$ cat src/rtl/fast_corner_detect_if.sv
// ============================================================================
// Module   : fast_corner_detect_if
// Brief    : Control, image-read and score-write bus of the FAST corner stage.
// Revision : 1.0
// ============================================================================
`default_nettype none

interface fast_corner_detect_if #(
  parameter int X_MAX       = 200,
  parameter int Y_MAX       = 200,
  parameter int PIXEL_DEPTH = 8
);
  logic                       new_trans;
  logic                       fast_done;
  logic [$clog2(X_MAX)-1:0]   max_x;
  logic [$clog2(Y_MAX)-1:0]   max_y;
  logic [PIXEL_DEPTH-1:0]     threshold;
  logic [$clog2(X_MAX):0]     x_addr_img;
  logic [$clog2(Y_MAX):0]     y_addr_img;
  logic                       ren_img;
  logic [PIXEL_DEPTH-1:0]     rdat_img;
  logic [$clog2(X_MAX):0]     x_addr_corner;
  logic [$clog2(Y_MAX):0]     y_addr_corner;
  logic                       wen_corner;
  logic [PIXEL_DEPTH-1:0]     wdat_corner;

  modport master (
    output new_trans, max_x, max_y, threshold, rdat_img,
    input  fast_done, x_addr_img, y_addr_img, ren_img,
           x_addr_corner, y_addr_corner, wen_corner, wdat_corner
  );

  modport slave (
    input  new_trans, max_x, max_y, threshold, rdat_img,
    output fast_done, x_addr_img, y_addr_img, ren_img,
           x_addr_corner, y_addr_corner, wen_corner, wdat_corner
  );
endinterface

`default_nettype wire

$ cat src/rtl/fast_corner_detect.sv
// ============================================================================
// Module   : fast_corner_detect
// Brief    : FAST-16 segment test over the blurred image; one score per pixel.
//            Optional FAST_EARLY_REJECT_EN adds a compass-pixel pre-check.
// Revision : 1.0
// ============================================================================
`default_nettype none

module fast_corner_detect #(
  parameter int X_MAX       = 200,
  parameter int Y_MAX       = 200,
  parameter int PIXEL_DEPTH = 8,
  parameter int ARC_LEN     = 9
) (
  input  logic                 clk,
  input  logic                 rst,
  fast_corner_detect_if.slave  bus
);

  localparam int XW = $clog2(X_MAX);
  localparam int YW = $clog2(Y_MAX);
  localparam int XA = XW + 1;
  localparam int YA = YW + 1;
  localparam int PD = PIXEL_DEPTH;
  localparam int SW = PD + 4;
  localparam int CW = 5;
  localparam logic [PD-1:0] PIX_MAX = '1;

  typedef enum logic [2:0] {
    S_IDLE    = 3'd0,
    S_FETCH   = 3'd1,
    S_CAPTURE = 3'd2,
    S_CHECK   = 3'd3,
    S_EVAL    = 3'd4,
    S_WRITE   = 3'd5,
    S_DONE    = 3'd6
  } state_t;

  state_t            r_state, w_state_nxt;
  logic [CW-1:0]     r_cnt;
  logic [XW-1:0]     r_max_x;
  logic [YW-1:0]     r_max_y;
  logic [PD-1:0]     r_thr;
  logic [XA-1:0]     r_cand_x;
  logic [YA-1:0]     r_cand_y;
  logic [PD-1:0]     r_center;
  logic [PD-1:0]     r_ring [16];
  logic              r_rd_pend;
  logic [4:0]        r_rd_slot;
  logic [CW-1:0]     r_brun, r_drun, r_bmax, r_dmax;
  logic [SW-1:0]     r_bsum, r_dsum;
`ifdef FAST_EARLY_REJECT_EN
  logic              r_phase;
  logic              r_reject;
  logic              w_reject;
`endif

  // bit1 = bright, bit0 = dark; sums kept one bit wider so c+t cannot wrap
  function automatic logic [1:0] classify(input logic [PD-1:0] p,
                                          input logic [PD-1:0] c,
                                          input logic [PD-1:0] t);
    logic [PD:0] hi;
    logic [PD:0] lo;
    logic [1:0]  res;
    hi     = {1'b0, c} + {1'b0, t};
    lo     = {1'b0, c} - {1'b0, t};
    res[1] = ({1'b0, p} > hi);
    res[0] = (c >= t) && ({1'b0, p} < lo);
    return res;
  endfunction

  function automatic logic [2:0] ring_dx(input logic [3:0] idx);
    logic [2:0] d;
    case (idx)
      4'd0, 4'd8:              d = 3'b000;
      4'd1, 4'd7:              d = 3'b001;
      4'd2, 4'd6:              d = 3'b010;
      4'd3, 4'd4, 4'd5:        d = 3'b011;
      4'd9, 4'd15:             d = 3'b111;
      4'd10, 4'd14:            d = 3'b110;
      default:                 d = 3'b101;
    endcase
    return d;
  endfunction

  function automatic logic [2:0] ring_dy(input logic [3:0] idx);
    logic [2:0] d;
    case (idx)
      4'd4, 4'd12:             d = 3'b000;
      4'd5, 4'd11:             d = 3'b001;
      4'd6, 4'd10:             d = 3'b010;
      4'd7, 4'd8, 4'd9:        d = 3'b011;
      4'd3, 4'd13:             d = 3'b111;
      4'd2, 4'd14:             d = 3'b110;
      default:                 d = 3'b101;
    endcase
    return d;
  endfunction

  // Fetch sequencing: slot 0 is the centre, slot k is ring[k-1]
  logic [4:0] w_slot;
  logic       w_fetch_last;

  always_comb begin
    w_slot       = r_cnt;
    w_fetch_last = (r_cnt == 5'd16);
`ifdef FAST_EARLY_REJECT_EN
    if (!r_phase) begin
      w_fetch_last = (r_cnt == 5'd4);
      case (r_cnt)
        5'd0:    w_slot = 5'd0;
        5'd1:    w_slot = 5'd1;
        5'd2:    w_slot = 5'd5;
        5'd3:    w_slot = 5'd9;
        default: w_slot = 5'd13;
      endcase
    end else begin
      w_fetch_last = (r_cnt == 5'd11);
      case (r_cnt)
        5'd0:    w_slot = 5'd2;
        5'd1:    w_slot = 5'd3;
        5'd2:    w_slot = 5'd4;
        5'd3:    w_slot = 5'd6;
        5'd4:    w_slot = 5'd7;
        5'd5:    w_slot = 5'd8;
        5'd6:    w_slot = 5'd10;
        5'd7:    w_slot = 5'd11;
        5'd8:    w_slot = 5'd12;
        5'd9:    w_slot = 5'd14;
        5'd10:   w_slot = 5'd15;
        default: w_slot = 5'd16;
      endcase
    end
`endif
  end

  logic [3:0]    w_ridx;
  logic [2:0]    w_dx, w_dy;
  logic [XA-1:0] w_x_rd;
  logic [YA-1:0] w_y_rd;

  assign w_ridx = 4'(w_slot - 5'd1);
  assign w_dx   = ring_dx(w_ridx);
  assign w_dy   = ring_dy(w_ridx);
  assign w_x_rd = (w_slot == 5'd0) ? r_cand_x : r_cand_x + {{(XA-3){w_dx[2]}}, w_dx};
  assign w_y_rd = (w_slot == 5'd0) ? r_cand_y : r_cand_y + {{(YA-3){w_dy[2]}}, w_dy};

  // Segment-test datapath for the ring pixel visited at EVAL step r_cnt
  logic [PD-1:0] w_p;
  logic [1:0]    w_cls;
  logic [CW-1:0] w_bnext, w_dnext;
  logic [SW-1:0] w_bdiff, w_ddiff;

  assign w_p     = r_ring[r_cnt[3:0]];
  assign w_cls   = classify(w_p, r_center, r_thr);
  assign w_bnext = w_cls[1] ? r_brun + 5'd1 : 5'd0;
  assign w_dnext = w_cls[0] ? r_drun + 5'd1 : 5'd0;
  assign w_bdiff = SW'(w_p) - SW'(r_center) - SW'(r_thr);
  assign w_ddiff = SW'(r_center) - SW'(r_thr) - SW'(w_p);

`ifdef FAST_EARLY_REJECT_EN
  // An arc of ARC_LEN contiguous pixels always covers ARC_LEN/4 compass pixels
  logic [1:0] w_c0, w_c4, w_c8, w_c12;
  logic [2:0] w_nb, w_nd;

  assign w_c0    = classify(r_ring[0],  r_center, r_thr);
  assign w_c4    = classify(r_ring[4],  r_center, r_thr);
  assign w_c8    = classify(r_ring[8],  r_center, r_thr);
  assign w_c12   = classify(r_ring[12], r_center, r_thr);
  assign w_nb    = 3'(w_c0[1]) + 3'(w_c4[1]) + 3'(w_c8[1]) + 3'(w_c12[1]);
  assign w_nd    = 3'(w_c0[0]) + 3'(w_c4[0]) + 3'(w_c8[0]) + 3'(w_c12[0]);
  assign w_reject = (w_nb < 3'(ARC_LEN / 4)) && (w_nd < 3'(ARC_LEN / 4));
`endif

  logic          w_corner_b, w_corner_d;
  logic [SW-1:0] w_sum;
  logic [PD-1:0] w_score;

  assign w_corner_b = (r_bmax >= CW'(ARC_LEN));
  assign w_corner_d = (r_dmax >= CW'(ARC_LEN));
  assign w_sum      = w_corner_b ? r_bsum : (w_corner_d ? r_dsum : '0);

  always_comb begin
    w_score = (w_sum > SW'(PIX_MAX)) ? PIX_MAX : w_sum[PD-1:0];
    if ((w_corner_b || w_corner_d) && (w_score == '0)) w_score = PD'(1);
`ifdef FAST_EARLY_REJECT_EN
    if (r_reject) w_score = '0;
`endif
  end

  logic w_last_x, w_last_y, w_small;

  assign w_last_x = (r_cand_x == XA'(r_max_x) - XA'(3));
  assign w_last_y = (r_cand_y == YA'(r_max_y) - YA'(3));
  assign w_small  = (bus.max_x < XW'(6)) || (bus.max_y < YW'(6));

  always_ff @(posedge clk or posedge rst) begin
    if (rst) r_state <= S_IDLE;
    else     r_state <= w_state_nxt;
  end

  always_comb begin
    w_state_nxt = r_state;
    case (r_state)
      S_IDLE:    if (bus.new_trans) w_state_nxt = w_small ? S_DONE : S_FETCH;
`ifdef FAST_EARLY_REJECT_EN
      S_FETCH:   if (w_fetch_last) w_state_nxt = r_phase ? S_EVAL : S_CAPTURE;
      S_CAPTURE: w_state_nxt = S_CHECK;
      S_CHECK:   w_state_nxt = w_reject ? S_WRITE : S_FETCH;
`else
      S_FETCH:   if (w_fetch_last) w_state_nxt = S_CAPTURE;
      S_CAPTURE: w_state_nxt = S_EVAL;
`endif
      S_EVAL:    if (r_cnt == 5'd30) w_state_nxt = S_WRITE;
      S_WRITE:   w_state_nxt = (w_last_x && w_last_y) ? S_DONE : S_FETCH;
      S_DONE:    w_state_nxt = S_IDLE;
      default:   w_state_nxt = S_IDLE;
    endcase
  end

  always_ff @(posedge clk or posedge rst) begin
    if (rst) begin
      r_cnt     <= '0;
      r_max_x   <= '0;
      r_max_y   <= '0;
      r_thr     <= '0;
      r_cand_x  <= '0;
      r_cand_y  <= '0;
      r_center  <= '0;
      for (int k = 0; k < 16; k++) r_ring[k] <= '0;
      r_rd_pend <= 1'b0;
      r_rd_slot <= '0;
      r_brun    <= '0;
      r_drun    <= '0;
      r_bmax    <= '0;
      r_dmax    <= '0;
      r_bsum    <= '0;
      r_dsum    <= '0;
`ifdef FAST_EARLY_REJECT_EN
      r_phase   <= 1'b0;
      r_reject  <= 1'b0;
`endif
    end else begin
      // Read data lands one cycle after its request, whatever state follows
      r_rd_pend <= (r_state == S_FETCH);
      r_rd_slot <= w_slot;
      if (r_rd_pend) begin
        if (r_rd_slot == 5'd0) r_center <= bus.rdat_img;
        else                   r_ring[4'(r_rd_slot - 5'd1)] <= bus.rdat_img;
      end

      case (r_state)
        S_IDLE: begin
          if (bus.new_trans) begin
            r_max_x  <= bus.max_x;
            r_max_y  <= bus.max_y;
            r_thr    <= bus.threshold;
            r_cand_x <= XA'(3);
            r_cand_y <= YA'(3);
            r_cnt    <= '0;
          end
        end
        S_FETCH: begin
          r_cnt  <= w_fetch_last ? 5'd0 : r_cnt + 5'd1;
          r_brun <= '0;
          r_drun <= '0;
          r_bmax <= '0;
          r_dmax <= '0;
          r_bsum <= '0;
          r_dsum <= '0;
        end
        S_CAPTURE: r_cnt <= '0;
`ifdef FAST_EARLY_REJECT_EN
        S_CHECK: begin
          r_reject <= w_reject;
          r_phase  <= 1'b1;
          r_cnt    <= '0;
        end
`endif
        S_EVAL: begin
          r_cnt  <= r_cnt + 5'd1;
          r_brun <= w_bnext;
          r_drun <= w_dnext;
          if (w_bnext > r_bmax) r_bmax <= w_bnext;
          if (w_dnext > r_dmax) r_dmax <= w_dnext;
          if (!r_cnt[4]) begin
            if (w_cls[1]) r_bsum <= r_bsum + w_bdiff;
            if (w_cls[0]) r_dsum <= r_dsum + w_ddiff;
          end
        end
        S_WRITE: begin
          r_cnt <= '0;
`ifdef FAST_EARLY_REJECT_EN
          r_phase  <= 1'b0;
          r_reject <= 1'b0;
`endif
          if (w_last_x) begin
            r_cand_x <= XA'(3);
            r_cand_y <= r_cand_y + YA'(1);
          end else begin
            r_cand_x <= r_cand_x + XA'(1);
          end
        end
        default: ;
      endcase
    end
  end

  // Outputs decode straight from state so an async reset clears them at once
  assign bus.ren_img       = (r_state == S_FETCH);
  assign bus.x_addr_img    = (r_state == S_FETCH) ? w_x_rd : '0;
  assign bus.y_addr_img    = (r_state == S_FETCH) ? w_y_rd : '0;
  assign bus.wen_corner    = (r_state == S_WRITE);
  assign bus.x_addr_corner = (r_state == S_WRITE) ? r_cand_x : '0;
  assign bus.y_addr_corner = (r_state == S_WRITE) ? r_cand_y : '0;
  assign bus.wdat_corner   = (r_state == S_WRITE) ? w_score : '0;
  assign bus.fast_done     = (r_state == S_DONE);

endmodule

`default_nettype wire

$ cat src/flat_wrapper.sv
// flat-port wrapper written by rule: the top's interface ports become plain ports
module fast_corner_detect_flat 
#(
  parameter int X_MAX       = 200,
  parameter int Y_MAX       = 200,
  parameter int PIXEL_DEPTH = 8,
  parameter int ARC_LEN     = 9
)
  (clk, rst, bus_new_trans, bus_max_x, bus_max_y, bus_threshold, bus_rdat_img, bus_fast_done, bus_x_addr_img, bus_y_addr_img, bus_ren_img, bus_x_addr_corner, bus_y_addr_corner, bus_wen_corner, bus_wdat_corner);
  fast_corner_detect_if #(.X_MAX(X_MAX), .Y_MAX(Y_MAX), .PIXEL_DEPTH(PIXEL_DEPTH)) bus_i ();
  input  logic clk;
  input  logic rst;
  input wire logic [$bits(bus_i.new_trans)-1:0] bus_new_trans;
  input wire logic [$bits(bus_i.max_x)-1:0] bus_max_x;
  input wire logic [$bits(bus_i.max_y)-1:0] bus_max_y;
  input wire logic [$bits(bus_i.threshold)-1:0] bus_threshold;
  input wire logic [$bits(bus_i.rdat_img)-1:0] bus_rdat_img;
  output wire logic [$bits(bus_i.fast_done)-1:0] bus_fast_done;
  output wire logic [$bits(bus_i.x_addr_img)-1:0] bus_x_addr_img;
  output wire logic [$bits(bus_i.y_addr_img)-1:0] bus_y_addr_img;
  output wire logic [$bits(bus_i.ren_img)-1:0] bus_ren_img;
  output wire logic [$bits(bus_i.x_addr_corner)-1:0] bus_x_addr_corner;
  output wire logic [$bits(bus_i.y_addr_corner)-1:0] bus_y_addr_corner;
  output wire logic [$bits(bus_i.wen_corner)-1:0] bus_wen_corner;
  output wire logic [$bits(bus_i.wdat_corner)-1:0] bus_wdat_corner;
  assign bus_i.new_trans = bus_new_trans;
  assign bus_i.max_x = bus_max_x;
  assign bus_i.max_y = bus_max_y;
  assign bus_i.threshold = bus_threshold;
  assign bus_i.rdat_img = bus_rdat_img;
  assign bus_fast_done = bus_i.fast_done;
  assign bus_x_addr_img = bus_i.x_addr_img;
  assign bus_y_addr_img = bus_i.y_addr_img;
  assign bus_ren_img = bus_i.ren_img;
  assign bus_x_addr_corner = bus_i.x_addr_corner;
  assign bus_y_addr_corner = bus_i.y_addr_corner;
  assign bus_wen_corner = bus_i.wen_corner;
  assign bus_wdat_corner = bus_i.wdat_corner;
  fast_corner_detect #(.X_MAX(X_MAX), .Y_MAX(Y_MAX), .PIXEL_DEPTH(PIXEL_DEPTH), .ARC_LEN(ARC_LEN)) u_core (.clk(clk), .rst(rst), .bus(bus_i));
endmodule
$ cat config.mk
export PLATFORM = sky130hd
export DESIGN_NAME = fast_corner_detect_flat
export DESIGN_NICKNAME = d
export VERILOG_FILES = /design/src/rtl/fast_corner_detect_if.sv /design/src/rtl/fast_corner_detect.sv /design/src/flat_wrapper.sv
export SDC_FILE = /design/constraint.sdc
export NUM_CORES = 1
export LEC_CHECK = 0
export ABC_AREA = 1
export BUFFER_PORTS_ARGS = -buffer_cell sky130_fd_sc_hd__buf_4
export CELL_PAD_IN_SITES_DETAIL_PLACEMENT = 2
export CELL_PAD_IN_SITES_GLOBAL_PLACEMENT = 2
export CORE_MARGIN = 5
export CORE_UTILIZATION = 40
export CTS_CLUSTER_SIZE = 24
export DETAILED_ROUTE_END_ITERATION = 10
export PLACE_DENSITY_LB_ADDON = 0.2
export SLEW_MARGIN = 40
export SYNTH_ARGS = -nofsm -noshare
export SYNTH_HDL_FRONTEND = slang
export SYNTH_SLANG_ARGS = --single-unit
$ cat constraint.sdc
create_clock -name clk -period 12.8 [get_ports clk]
set_clock_uncertainty 0.05 [all_clocks]
set_input_delay 1.92 -clock clk [delete_from_list [all_inputs] [get_ports clk]]
set_output_delay 1.92 -clock clk [all_outputs]
set_load 0.05 [all_outputs]
# After elaboration in Yosys (flattened, before gate mapping)
# Memories as Yosys holds them, arrays and structs flattened.
# Cells that the tools add are included.
# W data, S select, Z words.
dict set report word_totals {
  reg_bits 236
  romBits 96
  in_bits 35
  word_cells 157
  memories 2
}
dict set report classes {
  addsub 19
  n_lt_le_gt_ge 13
  eq_ne 18
  mux 45
  bitwise 3
  reduce_logical 25
}
# memory words width rd rd_clocked_by_memory_dff wr line_no
set memory_table {}
lappend memory_table {{(no name shown)} 16 3 1 0 0 fast_corner_detect.sv:88} ;# case (idx)
lappend memory_table {{(no name shown)} 16 3 1 0 0 fast_corner_detect.sv:74} ;# case (idx)
# operator count
set ops {}
lappend ops {{$bwmux W128} 1}
lappend ops {{$mux W9} 9}
lappend ops {{$mux W12} 6}
lappend ops {{$mux W8} 6}
lappend ops {{$pmux W12 S2} 2}
lappend ops {{$pmux W5 S2} 4}
lappend ops {{$pmux W9 S2} 2}
lappend ops {{$bmux W8 S4} 1}
lappend ops {{$demux W8 S4} 1}
lappend ops {{$mux W5} 6}
lappend ops {{$sub A8 B8 Y9} 3}
lappend ops {{$add A12 B12 Y12} 2}
lappend ops {{$sub A12 B8 Y12} 2}
lappend ops {{$pmux W5 S4} 1}
lappend ops {{$add A9 B1 Y9 const B} 2}
lappend ops {{$add A9 B9 Y9} 2}
lappend ops {{$eq A9 B9 Y1} 2}
lappend ops {{$sub A8 B2 Y9 const B} 2}
lappend ops {{$lt A8 B3 Y1 const B} 2}
lappend ops {{$add A5 B1 Y5 const B} 3}
lappend ops {{$mux W3} 5}
lappend ops {{$pmux W3 S5} 1}
lappend ops {{$ne A2 B1 Y1 const B} 7}
lappend ops {{$reduce_and A2 Y1} 7}
lappend ops {{other kinds (26)} 44}

# Logic depth before layout (Yosys ltp)
dict set report logic_depth {
  depth_word 10
  ltp_mapped 30
}

# Least setup slack after synthesis
# OpenSTA, ideal clock, no wires.
dict set report synth_path {
  kind {reg-to-output}
  from {reg u_core.r_cnt[0]}
  to {out bus_x_addr_img[8]}
  arrival_time_ps 3866
  t_required_ps 10830
  path_slack_ps 6964
  path_stages_with_launch 20
  path_buffers 3
  path_cell_list {dfrtp_1 -> clkbuf_1 -> inv_1 -> clkbuf_1 -> clkbuf_1 -> ha_1 -> nor2_1 -> inv_1 -> nand2_1 -> a21oi_1 -> ha_1 -> a21oi_1 -> nand2_1 -> nand4_1 -> nand3_1 -> nand2_1 -> nand2_1 -> o21ai_0 -> nand2_1 -> nor2_1}
}
dict set report synth_between {
  elab_chain_len 5
  word_cells_on_any_way 6
  cone_classes {add/sub: 2; mux: 2; reduce/logical: 1; memory: 1}
}
# element line_no
set synth_rtl {}
lappend synth_rtl {{from (decl)} fast_corner_detect.sv:40} ;# logic [CW-1:0] r_cnt;
lappend synth_rtl {{from (signal assigned)} fast_corner_detect.sv:264} ;# r_cnt <= w_fetch_last ? 5'd0 : r_cnt + 5'd1;
lappend synth_rtl {{from (signal assigned)} fast_corner_detect.sv:281} ;# r_cnt <= r_cnt + 5'd1;
lappend synth_rtl {{$sub A4 B1 Y4} fast_corner_detect.sv:142} ;# assign w_ridx = 4'(w_slot - 5'd1);
lappend synth_rtl {{$mem_v2 Z16 W3} --}
lappend synth_rtl {{$add A9 B9 Y9} fast_corner_detect.sv:145} ;# assign w_x_rd = (w_slot == 5'd0) ? r_cand_x : r_cand_x + {{(XA-3){w_dx[2]}}, w_dx};
lappend synth_rtl {{$mux W9 *} fast_corner_detect.sv:145}
lappend synth_rtl {{$mux W9 *} fast_corner_detect.sv:311} ;# assign bus.x_addr_img = (r_state == S_FETCH) ? w_x_rd : '0;
lappend synth_rtl {{to (decl)} flat_wrapper.sv:19} ;# output wire logic [$bits(bus_i.x_addr_img)-1:0] bus_x_addr_img;
# Every way passes the cells marked *; elsewhere a longest branch is shown, timed or not.

# Final worst setup path
# Same ends and word-level chain as after synthesis.

==> impl_results.html <==
<table>
<tr><th>Metric</th><th>Value</th></tr>
<tr><th colspan="2">Worst setup path</th></tr>
<tr><td>Buf/Inv on CP</td><td>3</td></tr>
<tr><td>Crit start category</td><td>flop</td></tr>
<tr><td>Worst-path cell chain</td><td>buf_4 -&gt; inv_1 -&gt; ha_1 -&gt; nand2_1 -&gt; nand2_1 -&gt; a21oi_1 -&gt; ha_1 -&gt; a21oi_1 -&gt; nand2_1 -&gt; nand4_1 -&gt; nand3_1 -&gt; nand2_1 -&gt; nand2_1 -&gt; o21ai_0 -&gt; nand2_1 -&gt; nor2_1 -&gt; buf_4</td></tr>
<tr><td>Start-to-end type of the worst setup path</td><td>flop to primary output</td></tr>
<tr><td>Slowest stage cell, crit path</td><td>sky130_fd_sc_hd__a21oi_1</td></tr>
<tr><td>Required time at the worst-slack endpoint</td><td>10,830 ps</td></tr>
<tr><td>Source of the worst register-to-register timing path</td><td>u_core.r_cnt[0]$_DFFE_PP0P_</td></tr>
<tr><td>Largest stage delay on the critical path</td><td>700 ps</td></tr>
<tr><td>Dominant delay contributor by cell family on the critical path</td><td>compound AO/OA/AOI/OAI gates</td></tr>
<tr><td>Crit path capture type</td><td>primary output</td></tr>
<tr><td>Worst EP arrival</td><td>4510 ps</td></tr>
<tr><td>Launching element of the worst setup path</td><td>u_core.r_cnt[0]$_DFFE_PP0P_</td></tr>
<tr><td>Maximum fanout count along the critical path</td><td>48</td></tr>
<tr><td>Dominant cell type by count on the critical path</td><td>sky130_fd_sc_hd__nand2_1</td></tr>
<tr><th colspan="2">Hold path</th></tr>
<tr><td>Class of the tightest hold or removal check</td><td>flop to flop</td></tr>
<tr><td>Hold Crit Start</td><td>u_core.r_cnt[4]$_DFFE_PP0P_</td></tr>
<tr><th colspan="2">Synth</th></tr>
<tr><td>Proportion of register bits with asynchronous set or reset after synthesis</td><td>100.0%</td></tr>
<tr><td>Most instantiated cells after synthesis</td><td>471 x sky130_fd_sc_hd__nand2_1, 280 x sky130_fd_sc_hd__inv_1, 267 x sky130_fd_sc_hd__o21ai_0, 236 x sky130_fd_sc_hd__dfrtp_1, 213 x sky130_fd_sc_hd__nor2_1</td></tr>
<tr><td>Post-synth EDFFs</td><td>0</td></tr>
<tr><td>Cell with the most instances after synthesis</td><td>sky130_fd_sc_hd__nand2_1</td></tr>
<tr><td>#FFs+latches synth</td><td>236</td></tr>
<tr><td>Share of the yosys chip area belonging to registers</td><td>37.12%</td></tr>
<tr><td>Yosys Warn Count</td><td>0</td></tr>
<tr><td>Top flip-flop cell by instance count after synthesis</td><td>sky130_fd_sc_hd__dfrtp_1</td></tr>
<tr><td>Summed instance area of the synthesized netlist</td><td>0.01591 sq mm</td></tr>
<tr><td>Count of distinct cell types in the synthesized netlist</td><td>47</td></tr>
<tr><td>Synth top area share</td><td>37.12%</td></tr>
<tr><td>Mean cell area of the mapped netlist</td><td>7.445 sq um</td></tr>
<tr><td>Post-synthesis cell type with the largest combined area</td><td>sky130_fd_sc_hd__dfrtp_1</td></tr>
<tr><td>Cells taking the most area after synthesis</td><td>sky130_fd_sc_hd__dfrtp_1 37%, sky130_fd_sc_hd__nand2_1 11%, sky130_fd_sc_hd__ha_1 8.9%</td></tr>
<tr><td>Synthesized netlist cell count</td><td>2,137</td></tr>
<tr><td>Post-synth net total</td><td>2,306</td></tr>
<tr><th colspan="2">Job</th></tr>
<tr><td>Number of max-capacitance violations reported</td><td>0</td></tr>
<tr><th colspan="2">Global routing</th></tr>
<tr><td>First-pass GRT wire length</td><td>95.30 mm</td></tr>
<tr><td>Initial antenna violation count</td><td>3</td></tr>
<tr><td>GR Util All Layers</td><td>26.88%</td></tr>
<tr><td>Pin count of the biggest net entering global routing</td><td>133</td></tr>
<tr><td>Residual overflow from global routing</td><td>0</td></tr>
<tr><td>Vias in the first global route</td><td>17,170</td></tr>
<tr><th colspan="2">Route</th></tr>
<tr><td>Average wire per cell in the routed design</td><td>22.00 um</td></tr>
<tr><td>Via Count</td><td>15,160</td></tr>
<tr><td>DRT iter0 DRCs</td><td>704</td></tr>
<tr><td>Vias per inst</td><td>5.556</td></tr>
<tr><td>Overall routed net length</td><td>60.03 mm</td></tr>
<tr><td>Antenna Nets Post-Route</td><td>0</td></tr>
<tr><td>Residual DRC</td><td>0</td></tr>
<tr><td>Detailed Routing Iterations Pass 1</td><td>5</td></tr>
<tr><th colspan="2">Finish</th></tr>
<tr><td>Area growth from synthesis to layout</td><td>13.13%</td></tr>
<tr><td>Share of layout cells above drive strength 1</td><td>7.993%</td></tr>
<tr><td>Final cell utilization of the core</td><td>45.51%</td></tr>
<tr><td>Number of nets at the end of the flow</td><td>2,354</td></tr>
<tr><th colspan="2">Floorplan</th></tr>
<tr><td>Die Span Y</td><td>209.4 um</td></tr>
<tr><td>Initial cell density of the core</td><td>40.23%</td></tr>
<tr><td>Area of the core</td><td>0.03955 sq mm</td></tr>
<tr><td>Placement row count</td><td>73</td></tr>
<tr><td>Die outline area</td><td>0.04386 sq mm</td></tr>
<tr><td>IO Pins</td><td>82</td></tr>
<tr><td>Horiz. Die Dim</td><td>209.4 um</td></tr>
<tr><th colspan="2">Timing</th></tr>
<tr><td>Final period utilization</td><td>50.61%</td></tr>
<tr><td>Fmax</td><td>154.4 MHz</td></tr>
<tr><td>Max Slew Vio Count</td><td>0</td></tr>
<tr><td>Final count of negative-setup-slack endpoints</td><td>0</td></tr>
<tr><td>Setup_tns</td><td>0 ps</td></tr>
<tr><td>Number of hold-slack violations in the final timing report</td><td>0</td></tr>
<tr><td>Post-layout min period</td><td>6478 ps</td></tr>
<tr><td>Tightest Pin Transition</td><td>827.0 ps</td></tr>
<tr><td>Setup repair after global routing missed its margin</td><td>false</td></tr>
<tr><td>Worst slew margin relative to its limit</td><td>44.81%</td></tr>
<tr><th colspan="2">Clock network</th></tr>
<tr><td>Number of clock buffers inserted by TritonCTS</td><td>29</td></tr>
<tr><td>Max H-tree Level</td><td>1</td></tr>
<tr><td>TritonCTS clock tree</td><td>done</td></tr>
<tr><td>CTS-repair resized insts</td><td>0</td></tr>
<tr><td>Latest clock arrival within the worst-skew pair</td><td>590 ps</td></tr>
<tr><td>Clock transition at path regs</td><td>60 ps</td></tr>
<tr><td>TritonCTS sink count</td><td>236</td></tr>
<tr><td>Clock Tree Buf Depth</td><td>3</td></tr>
<tr><td>Root cell of the clock tree</td><td>sky130_fd_sc_hd__clkbuf_16</td></tr>
<tr><td>Setup repair bufs after CTS</td><td>0</td></tr>
<tr><td>Hold-fix buffers, CTS</td><td>0</td></tr>
<tr><th colspan="2">Placement</th></tr>
<tr><td>Input/output buffers</td><td>81</td></tr>
<tr><td>RD Place Congestion</td><td>0.8724</td></tr>
<tr><td>Post-DP HPWL</td><td>44.18 mm</td></tr>
<tr><th colspan="2">Power and ir drop</th></tr>
<tr><td>Total power divided by cell area</td><td>125.1 mW/mm^2</td></tr>
<tr><td>Max VDD drop</td><td>0.1107 mV</td></tr>
<tr><td>Leakage dissipation</td><td>9.261 nW</td></tr>
<tr><th colspan="2">Outcome</th></tr>
<tr><td>Run status</td><td>completed</td></tr>
</table>
final timing paths:
| path | endpoint | slack, ps | depth (start not counted) |
|---|---|---|---|
| setup / recovery | bus_x_addr_img[8] | 6320 | 17 |
| hold / removal | u_core.r_rd_slot[4]$_DFF_PP0_ | 420 | 0 |
| setup reg to reg | u_core.r_bsum[11]$_DFFE_PP0P_ | 6800 | 27 |
| hold reg to reg | u_core.r_rd_slot[4]$_DFF_PP0_ | 420 | 0 |
| max in group asynchronous | u_core.r_cand_x[0]$_DFFE_PP0P_ | 10130 | 3 |
| min in group asynchronous | u_core.r_bsum[8]$_DFFE_PP0P_ | 1410 | 2 |
registers in the layout, summed over array words and instances, names as in the netlist:
name,cells
u_core.r_dsum,12
u_core.r_drun,5
u_core.r_cnt,5
u_core.r_center,8
u_core.r_ring,128
u_core.r_rd_slot,5
u_core.r_max_x,8
u_core.r_state,3
u_core.r_brun,5
u_core.r_max_y,8
u_core.r_bsum,12
u_core.r_cand_x,9
u_core.r_dmax,5
u_core.r_thr,8
u_core.r_cand_y,9
u_core.r_bmax,5
u_core.r_rd_pend,1
worst register-to-register path: stages (launching register included):
cell	delay (ps)
sky130_fd_sc_hd__dfrtp_1	320
sky130_fd_sc_hd__buf_4	420
sky130_fd_sc_hd__inv_1	270
sky130_fd_sc_hd__buf_4	320
sky130_fd_sc_hd__o21ai_0	460
sky130_fd_sc_hd__o221ai_1	190
sky130_fd_sc_hd__o21ai_0	180
sky130_fd_sc_hd__o21bai_1	140
sky130_fd_sc_hd__o21ai_0	280
sky130_fd_sc_hd__ha_1	320
sky130_fd_sc_hd__a21oi_1	150
sky130_fd_sc_hd__o21ai_0	180
sky130_fd_sc_hd__nand2_1	100
sky130_fd_sc_hd__nand2_1	50
sky130_fd_sc_hd__a21oi_1	190
sky130_fd_sc_hd__nor2_1	70
sky130_fd_sc_hd__o21ai_0	270
sky130_fd_sc_hd__nand2_1	90
sky130_fd_sc_hd__nand2_1	70
sky130_fd_sc_hd__nand2_1	70
sky130_fd_sc_hd__fa_1	450
sky130_fd_sc_hd__ha_1	380
sky130_fd_sc_hd__nand2_1	130
sky130_fd_sc_hd__nor2_1	70
sky130_fd_sc_hd__and3_1	210
sky130_fd_sc_hd__o21ai_0	210
sky130_fd_sc_hd__nand3_1	100
sky130_fd_sc_hd__o21ai_0	170
routing by layer:
layer / global-route usage (%) / up-vias / routed length, um / share of wire, %
met4: 8.191 / 2 / 1987 / 3.3
met1: 33.40 / 7739 / 25570 / 43
li1: - / 7048 / - / -
met2: 48.96 / 258 / 30600 / 51
met5: 0 / - / 7 / 0.012
met3: 3.079 / 115 / 1859 / 3.1
logic make-up after synthesis:
group	count (synthesis)	synth area share, %
AO/OA/AOI/OAI	476	16.31
XOR/XNOR	71	3.956
adder cells (fa/ha/maj)	134	11.53
buffers and inverters	363	8.816
flip-flops	236	37.12
multiplexers	2	0.1416
AND/OR/NAND/NOR	855	22.12
metrics by stage:
step	instance area, sq um	worst slack [ps]	power (mW)	hold WS (ps)	std cells
CTS	17980	6257	2.272	417.9	2727
floorplan	15910	4355	1.202	322.1	2137
detailed placement	16990	6840	1.371	395.0	2679
global placement	16960	7144	1.328	393.5	2678
global route	18000	5894	2.369	443.9	2729
finish	18000	6322	2.252	415.8	2729
power breakdown:
part	internal (mW)	switching, mW	leakage, nW
Sequential	0.793	0.0485	2.83
Combinational	0.194	0.335	5.94
Clock	0.533	0.349	0.490
Total	1.52	0.733	9.26
final cells by class:
type                    count  area, sq um
repair buffers             97        732.0
inverters                 283         1075
diodes                      2        5.005
fillers                  4676        21550
clock buffers              40        837.1
flip-flops and latches    236         5906
clock inverters             8        155.1
multi-input cells        1538         8632
well taps                 525        656.9
cells in the final DEF, fill, tap and decap left out, types with 2 or more instances in the layout:
cell type and count:
sky130_fd_sc_hd__o21ai_1 3, sky130_fd_sc_hd__nor2_1 205, sky130_fd_sc_hd__or2_2 11, sky130_fd_sc_hd__nand2_1 470, sky130_fd_sc_hd__nand2_2 4, sky130_fd_sc_hd__clkbuf_8 7, sky130_fd_sc_hd__o21ai_0 266, sky130_fd_sc_hd__ha_1 113
sky130_fd_sc_hd__nor3_1 19, sky130_fd_sc_hd__a211oi_1 2, sky130_fd_sc_hd__inv_2 2, sky130_fd_sc_hd__bufinv_16 4, sky130_fd_sc_hd__nand4_1 26, sky130_fd_sc_hd__a21o_1 3, sky130_fd_sc_hd__o211ai_1 13, sky130_fd_sc_hd__xnor2_1 18
sky130_fd_sc_hd__o221ai_1 20, sky130_fd_sc_hd__o22ai_1 9, sky130_fd_sc_hd__o21bai_1 16, sky130_fd_sc_hd__nand3b_1 2, sky130_fd_sc_hd__a31oi_1 3, sky130_fd_sc_hd__o2111ai_1 6, sky130_fd_sc_hd__xor2_1 52, sky130_fd_sc_hd__a21oi_1 129
sky130_fd_sc_hd__mux2_2 2, sky130_fd_sc_hd__buf_4 96, sky130_fd_sc_hd__nand3_1 101, sky130_fd_sc_hd__clkbuf_16 29, sky130_fd_sc_hd__nor2_2 9, sky130_fd_sc_hd__fa_1 21, sky130_fd_sc_hd__o31ai_1 2, sky130_fd_sc_hd__dfrtp_1 236
sky130_fd_sc_hd__clkbuf_1 4, sky130_fd_sc_hd__clkinv_2 3, sky130_fd_sc_hd__inv_1 279, sky130_fd_sc_hd__diode_2 2
Note: power is estimated with default switching activity, not from simulation.
